File: src/rtl/adsr_envelope_gen.sv
// Linear ADSR envelope generator producing a 7-bit amplitude for the wave generators.
// Gate edges retarget the state machine; amplitude steps only on sample_tick.
module adsr_envelope_gen #(
    parameter int MAX_AMP = 127,
    parameter int LEN_W   = 16
) (
    input  logic             clk,
    input  logic             rst,
    input  logic             sample_tick,
    input  logic             gate,
    input  logic [LEN_W-1:0] attack_len,
    input  logic [LEN_W-1:0] decay_len,
    input  logic [6:0]       sustain_level,
    input  logic [LEN_W-1:0] release_len,
    output logic [6:0]       amplitude,
    output logic             busy,
    output logic [2:0]       env_state
);

    typedef enum logic [2:0] {
        IDLE    = 3'd0,
        ATTACK  = 3'd1,
        DECAY   = 3'd2,
        SUSTAIN = 3'd3,
        RELEASE = 3'd4
    } state_t;

    localparam logic [6:0] PEAK = 7'(MAX_AMP);

    state_t           state, state_nxt;
    logic [6:0]       amp, amp_nxt;
    logic [LEN_W-1:0] cnt, cnt_nxt;
    logic             gate_p0, gate_p1;
    logic             rise, fall;
    logic [6:0]       sus_tgt;
    logic [LEN_W-1:0] len;
    logic             len_zero, step_due;
    logic [6:0]       amp_up, amp_dn_sus, amp_dn_zero;

    function automatic logic [6:0] sat_inc(input logic [6:0] a, input logic [6:0] lim);
        return (a >= lim) ? lim : a + 7'd1;
    endfunction

    function automatic logic [6:0] sat_dec(input logic [6:0] a, input logic [6:0] lim);
        return (a <= lim) ? lim : a - 7'd1;
    endfunction

    // gate is captured once, then compared with its previous sample
    assign rise = gate_p0 & ~gate_p1;
    assign fall = ~gate_p0 & gate_p1;

    assign sus_tgt = (sustain_level > PEAK) ? PEAK : sustain_level;

    always_comb begin
        case (state)
            ATTACK:  len = attack_len;
            DECAY:   len = decay_len;
            RELEASE: len = release_len;
            default: len = '0;
        endcase
    end

    assign len_zero    = (len == '0);
    assign step_due    = (cnt >= len - LEN_W'(1));
    assign amp_up      = sat_inc(amp, PEAK);
    assign amp_dn_sus  = sat_dec(amp, sus_tgt);
    assign amp_dn_zero = sat_dec(amp, 7'd0);

    always_comb begin
        state_nxt = state;
        amp_nxt   = amp;
        cnt_nxt   = cnt;
        // gate events win over a coincident tick: no step on that clk
        if (rise && (state == IDLE || state == RELEASE)) begin
            state_nxt = ATTACK;
            cnt_nxt   = '0;
        end else if (fall && (state == ATTACK || state == DECAY || state == SUSTAIN)) begin
            state_nxt = RELEASE;
            cnt_nxt   = '0;
        end else if (sample_tick) begin
            case (state)
                IDLE: amp_nxt = '0;
                ATTACK: begin
                    if (amp >= PEAK) begin
                        state_nxt = DECAY;
                        cnt_nxt   = '0;
                    end else if (len_zero) begin
                        amp_nxt   = PEAK;
                        state_nxt = DECAY;
                        cnt_nxt   = '0;
                    end else if (step_due) begin
                        amp_nxt = amp_up;
                        cnt_nxt = '0;
                        if (amp_up == PEAK) state_nxt = DECAY;
                    end else begin
                        cnt_nxt = cnt + LEN_W'(1);
                    end
                end
                DECAY: begin
                    if (amp <= sus_tgt) begin
                        state_nxt = SUSTAIN;
                        cnt_nxt   = '0;
                    end else if (len_zero) begin
                        amp_nxt   = sus_tgt;
                        state_nxt = SUSTAIN;
                        cnt_nxt   = '0;
                    end else if (step_due) begin
                        amp_nxt = amp_dn_sus;
                        cnt_nxt = '0;
                        if (amp_dn_sus == sus_tgt) state_nxt = SUSTAIN;
                    end else begin
                        cnt_nxt = cnt + LEN_W'(1);
                    end
                end
                SUSTAIN: amp_nxt = sus_tgt;
                RELEASE: begin
                    if (amp == 7'd0) begin
                        state_nxt = IDLE;
                        cnt_nxt   = '0;
                    end else if (len_zero) begin
                        amp_nxt   = '0;
                        state_nxt = IDLE;
                        cnt_nxt   = '0;
                    end else if (step_due) begin
                        amp_nxt = amp_dn_zero;
                        cnt_nxt = '0;
                        if (amp_dn_zero == 7'd0) state_nxt = IDLE;
                    end else begin
                        cnt_nxt = cnt + LEN_W'(1);
                    end
                end
                default: begin
                    state_nxt = IDLE;
                    amp_nxt   = '0;
                    cnt_nxt   = '0;
                end
            endcase
        end
    end

    always_ff @(posedge clk) begin
        if (!rst) begin
            state   <= IDLE;
            amp     <= '0;
            cnt     <= '0;
            gate_p0 <= 1'b0;
            gate_p1 <= 1'b0;
        end else begin
            state   <= state_nxt;
            amp     <= amp_nxt;
            cnt     <= cnt_nxt;
            gate_p0 <= gate;
            gate_p1 <= gate_p0;
        end
    end

    assign amplitude = amp;
    assign busy      = (state != IDLE);
    assign env_state = state;

endmodule

File: config.mk
export PLATFORM = sky130hd
export DESIGN_NAME = adsr_envelope_gen
export DESIGN_NICKNAME = d
export VERILOG_FILES = /design/src/rtl/adsr_envelope_gen.sv
export SDC_FILE = /design/constraint.sdc
export NUM_CORES = 1
export LEC_CHECK = 0
export ABC_AREA = 1
export CORE_AREA = 2 2 91 93
export DETAILED_ROUTE_END_ITERATION = 16
export DIE_AREA = 0 0 93 95
export HOLD_SLACK_MARGIN = 0.1
export PLACE_DENSITY = 0.75
export SYNTH_ARGS = -nofsm -noshare
export SYNTH_HDL_FRONTEND = slang
export SYNTH_SLANG_ARGS = --single-unit
File: constraint.sdc
create_clock -name clk -period 4.8 [get_ports clk]
set_clock_uncertainty 0.05 [all_clocks]
set_input_delay 1.44 -clock clk [delete_from_list [all_inputs] [get_ports clk]]
set_output_delay 1.44 -clock clk [all_outputs]
set_load 0.01 [all_outputs]
==> flow_metrics.tcl <==
set metrics [dict create \
    io_pins 70 \
    powerDensity_nw_per_um2 629 \
    crit_start "decay_len[1]" \
    ys_types 39 \
    worstMarginPinSlew_ns 0.657 \
    vias_per_cell 5.64 \
    switchingPower_mw 1.75 \
    reg2reg_to "amplitude[2]" \
    grt_use_total_pct 28.5 \
    numCtsBuffers 3 \
    area_growth_pct 25.4 \
    num-nets-final 822 \
    multi_input_area_um2 2880 \
    final_max_slew_viol_count 0 \
    seqCellArea_um2 561 \
    wirelength_um 12700 \
    cts.path.max_buffers 2 \
    critPathCaptureType "flip-flop" \
    cp.depth 24 \
    async_flop_share_pct 0 \
    min_period_over_period_pct 94.7 \
    cts.sinks 28 \
    dr.pass1.iters 5 \
    synth-edff-count 0 \
    die-area_um2 8840 \
    power_switching_share_pct 58.6 \
    clk-insertion-delay-late_ns 0.29 \
    cts-root-buf "clkbuf_8" \
    startpoint_type "input pin" \
    hold_path_class "reg -> reg" \
    ant_nets 0 \
    synth_nets 754 \
    path_max_fanout 7 \
    n_antenna_cell 0 \
    netlist_area_um2 3790 \
    worstRegToRegCells 26 \
    crit_required_ns 4.92 \
    clockPowerShare_pct 6.4 \
    place_hpwl_um 10000 \
    path_cells "clkdlybuf4s50_1 -> inv_1 -> o211ai_1 -> inv_1 -> ha_1 -> inv_2 -> nor2_2 -> xor2_1 -> inv_1 -> ha_1 -> nand2_1 -> nor2_1 -> nand4_1 -> nor3b_1 -> nor2_2 -> buf_4 -> nand3_1 -> nand2_1 -> inv_1 -> nand2_1 -> nor2_4 -> nand2_1 -> nand2_1 -> nor2_1" \
    status "finished, final reports clean" \
    core_area_um2 7930 \
    drive_gt1_share_pct 7.91 \
    grt_max_degree 31 \
    setup_viol 0 \
    fp-row-count 33 \
    fin_crit_ns 4.54 \
    p_comb_share_pct 82.3 \
    grt_pass1_vias 4314 \
    p_int_mw 1.24 \
    vias 4724 \
    portBuffers 69 \
    drv_cap 0 \
    ir_drop_v 0.000355 \
    initial_utilization_pct 47.9 \
    avgRoutedWirePerCell_um 15.1 \
    ys_warn_count 0 \
    syn_area_per_cell_um2 5.70 \
    cpPeakStageDelay_ns 0.46 \
    gp_congestion 0.972 \
    max_slew_margin_pct 56.1 \
    finalHoldViolations 0 \
    netlist_instances 666 \
    rsz0062_at_grt "false" \
    critPathCapture "amplitude[2]" \
    hold_ws_ns 0.399 \
    grt-ovfl-total 0 \
    tritoncts "yes" \
    drc 0 \
    die_x_um 93 \
    cp_common_cell "nand2_1" \
    seqPwrFrac_pct 11.3 \
    crit_family "simple AND/OR/NAND/NOR gates" \
    htreeDepth 1 \
    p_total_mw 2.99 \
    fillCellCount 792 \
    reg2reg_slack_ns 0.44 \
    path_buf_inv 7 \
    crit_type "in -> reg" \
    synth_flop_cell "dfxtp_1" \
    clkTransAtPathRegs_ns 0.09 \
    reg2reg_from "env_state[2]" \
    arrival_ns 4.66 \
    leakagePower_nw 2.34 \
    antenna_found_initial 0 \
    tns_ns 0 \
    max_freq_mhz 220 \
    grt_first_pass_wirelength_um 20500 \
    die_y_um 95 \
    synth-seq-cells 28 \
    yosysSeqAreaShare_pct 14.8 \
    drt_iter0_markers 247 \
    cp_slowest_cell "clkdlybuf4s50_1" \
]
## per-stage QoR
| stage | cells | util (%) | setup WS (ns) | instance area (µm²) |
|---|---|---|---|---|
| 3_3_place_gp | 833 | 58.1 | 0.0482 | 4600 |
| 2_1_floorplan | 666 | - | 0.653 | 3790 |
| 4_1_cts | 837 | 59.0 | 0.260 | 4680 |
| 3_5_place_dp | 833 | 58.1 | -0.0274 | 4600 |
| 6_report | 838 | 60.0 | 0.256 | 4760 |
| 5_1_grt | 838 | 60.0 | 0.0212 | 4760 |
## synth_stat cells, types with 2 or more instances
| library cell | n | area share [%] |
|---|---|---|
| nand2_1 | 168 | 17 |
| nor2_1 | 103 | 10 |
| nand3_1 | 85 | 11 |
| inv_1 | 66 | 6.5 |
| nand4_1 | 45 | 7.4 |
| ha_1 | 29 | 9.6 |
| dfxtp_1 | 28 | 15 |
| a21oi_1 | 23 | 3.0 |
| o21ai_0 | 18 | 2.4 |
| xor2_1 | 15 | 3.5 |
| clkbuf_1 | 10 | 0.99 |
| nor3_1 | 8 | 1.1 |
| o21ai_1 | 8 | 1.1 |
| buf_2 | 6 | 0.79 |
| xnor2_1 | 6 | 1.4 |
| buf_4 | 5 | 0.99 |
| inv_2 | 5 | 0.49 |
| nor2_2 | 5 | 0.82 |
| buf_6 | 4 | 1.2 |
| a22oi_1 | 3 | 0.59 |
| a32oi_1 | 3 | 0.69 |
| a21o_1 | 2 | 0.40 |
| nand3_2 | 2 | 0.53 |
| nor3b_1 | 2 | 0.40 |
| o211ai_1 | 2 | 0.40 |
| or2_2 | 2 | 0.33 |
## worst reg2reg max path: cells and delay by family, from the launching register on
family	cells	cell delay, ns
AOI/OAI and AO/OA	1	0.15
adders and majority gates	2	0.49
and+or+nand+nor	16	2.21
buffers and inverters	6	0.78
DFF	1	0.41
xor gates and xnor gates	1	0.15
## layout make-up
type / instances / share of cell area (%)
flip-flops and latches: 28 / 11.8
multi-input cells: 541 / 60.6
inverters: 71 / 5.68
clock inverters: 1 / 0.631
well taps: 105 / 2.76
repair buffers: 89 / 17.7
clock buffers: 3 / 0.868
## power by group through the flow
stage	sequential [mW]	clock, mW	combinational [mW]
floorplan	0.313	0	1.78
global placement	0.340	0	2.26
detailed placement	0.342	0	2.33
CTS	0.337	0.196	2.34
global route	0.345	0.206	2.76
finish	0.339	0.191	2.46
## sequential cells by signal (all words and copies together), names as in the netlist
register   count
amplitude      7
cnt           16
env_state      3
gate_p0        1
gate_p1        1
## kinds of logic (layout without fill, tap and decap cells)
group	Yosys count	in the layout	synth area share (%)
simple gates	427	427	50.1
buf+inv	97	164	11.1
compound gates	64	64	9.66
fa+ha+maj	29	29	9.56
flops	28	28	14.8
xor+xnor	21	21	4.85
## how the worst min path moves through the flow
stage                 start       to  cells after the start
floorplan           gate_p0  gate_p1                      2
global placement    gate_p0  gate_p1                      2
detailed placement  gate_p0  gate_p1                      2
CTS                 gate_p0  gate_p1                      2
global route        gate_p0  gate_p1                      2
finish              gate_p0  gate_p1                      2
## timing repair
action                                  4_1_cts  5_1_grt
hold buffers                                  0        0
endpoints found under the setup margin        0       21
setup buffers                                 0        1
resized for setup                             0       18
## layout by cell type, fill, tap and decap left out, types with 2 or more instances in the layout
| master | synthesis | routed |
|---|---|---|
| xnor2_1 | 6 | 6 |
| nand2_2 | 1 | 2 |
| or2_2 | 2 | 2 |
| clkbuf_8 | 0 | 3 |
| a32oi_1 | 3 | 3 |
| inv_1 | 66 | 64 |
| nand3_1 | 85 | 83 |
| nor3_1 | 8 | 3 |
| a21oi_1 | 23 | 22 |
| dfxtp_1 | 28 | 28 |
| xor2_1 | 15 | 15 |
| nor3b_1 | 2 | 2 |
| a22oi_1 | 3 | 3 |
| o211ai_1 | 2 | 2 |
| o21ai_0 | 18 | 18 |
| clkdlybuf4s50_1 | 0 | 69 |
| ha_1 | 29 | 29 |
| nand2_1 | 168 | 167 |
| nor3_2 | 1 | 5 |
| o21ai_1 | 8 | 8 |
| buf_4 | 5 | 20 |
| nand4_1 | 45 | 45 |
| nand3_2 | 2 | 3 |
| nor2_1 | 103 | 99 |
| a21o_1 | 2 | 2 |
| a21oi_2 | 1 | 2 |
| nor2_2 | 5 | 8 |
| inv_2 | 5 | 6 |
| nor2_4 | 1 | 2 |
## layer usage
layer,global-route usage (%),vias to the layer above,routed length [µm]
li1,-,2342,-
met5,0,-,0
met1,38.0,2187,5530
met3,4.07,23,754
met2,48.0,172,6180
met4,7.84,0,225
Power figures use the tool's default switching activity.
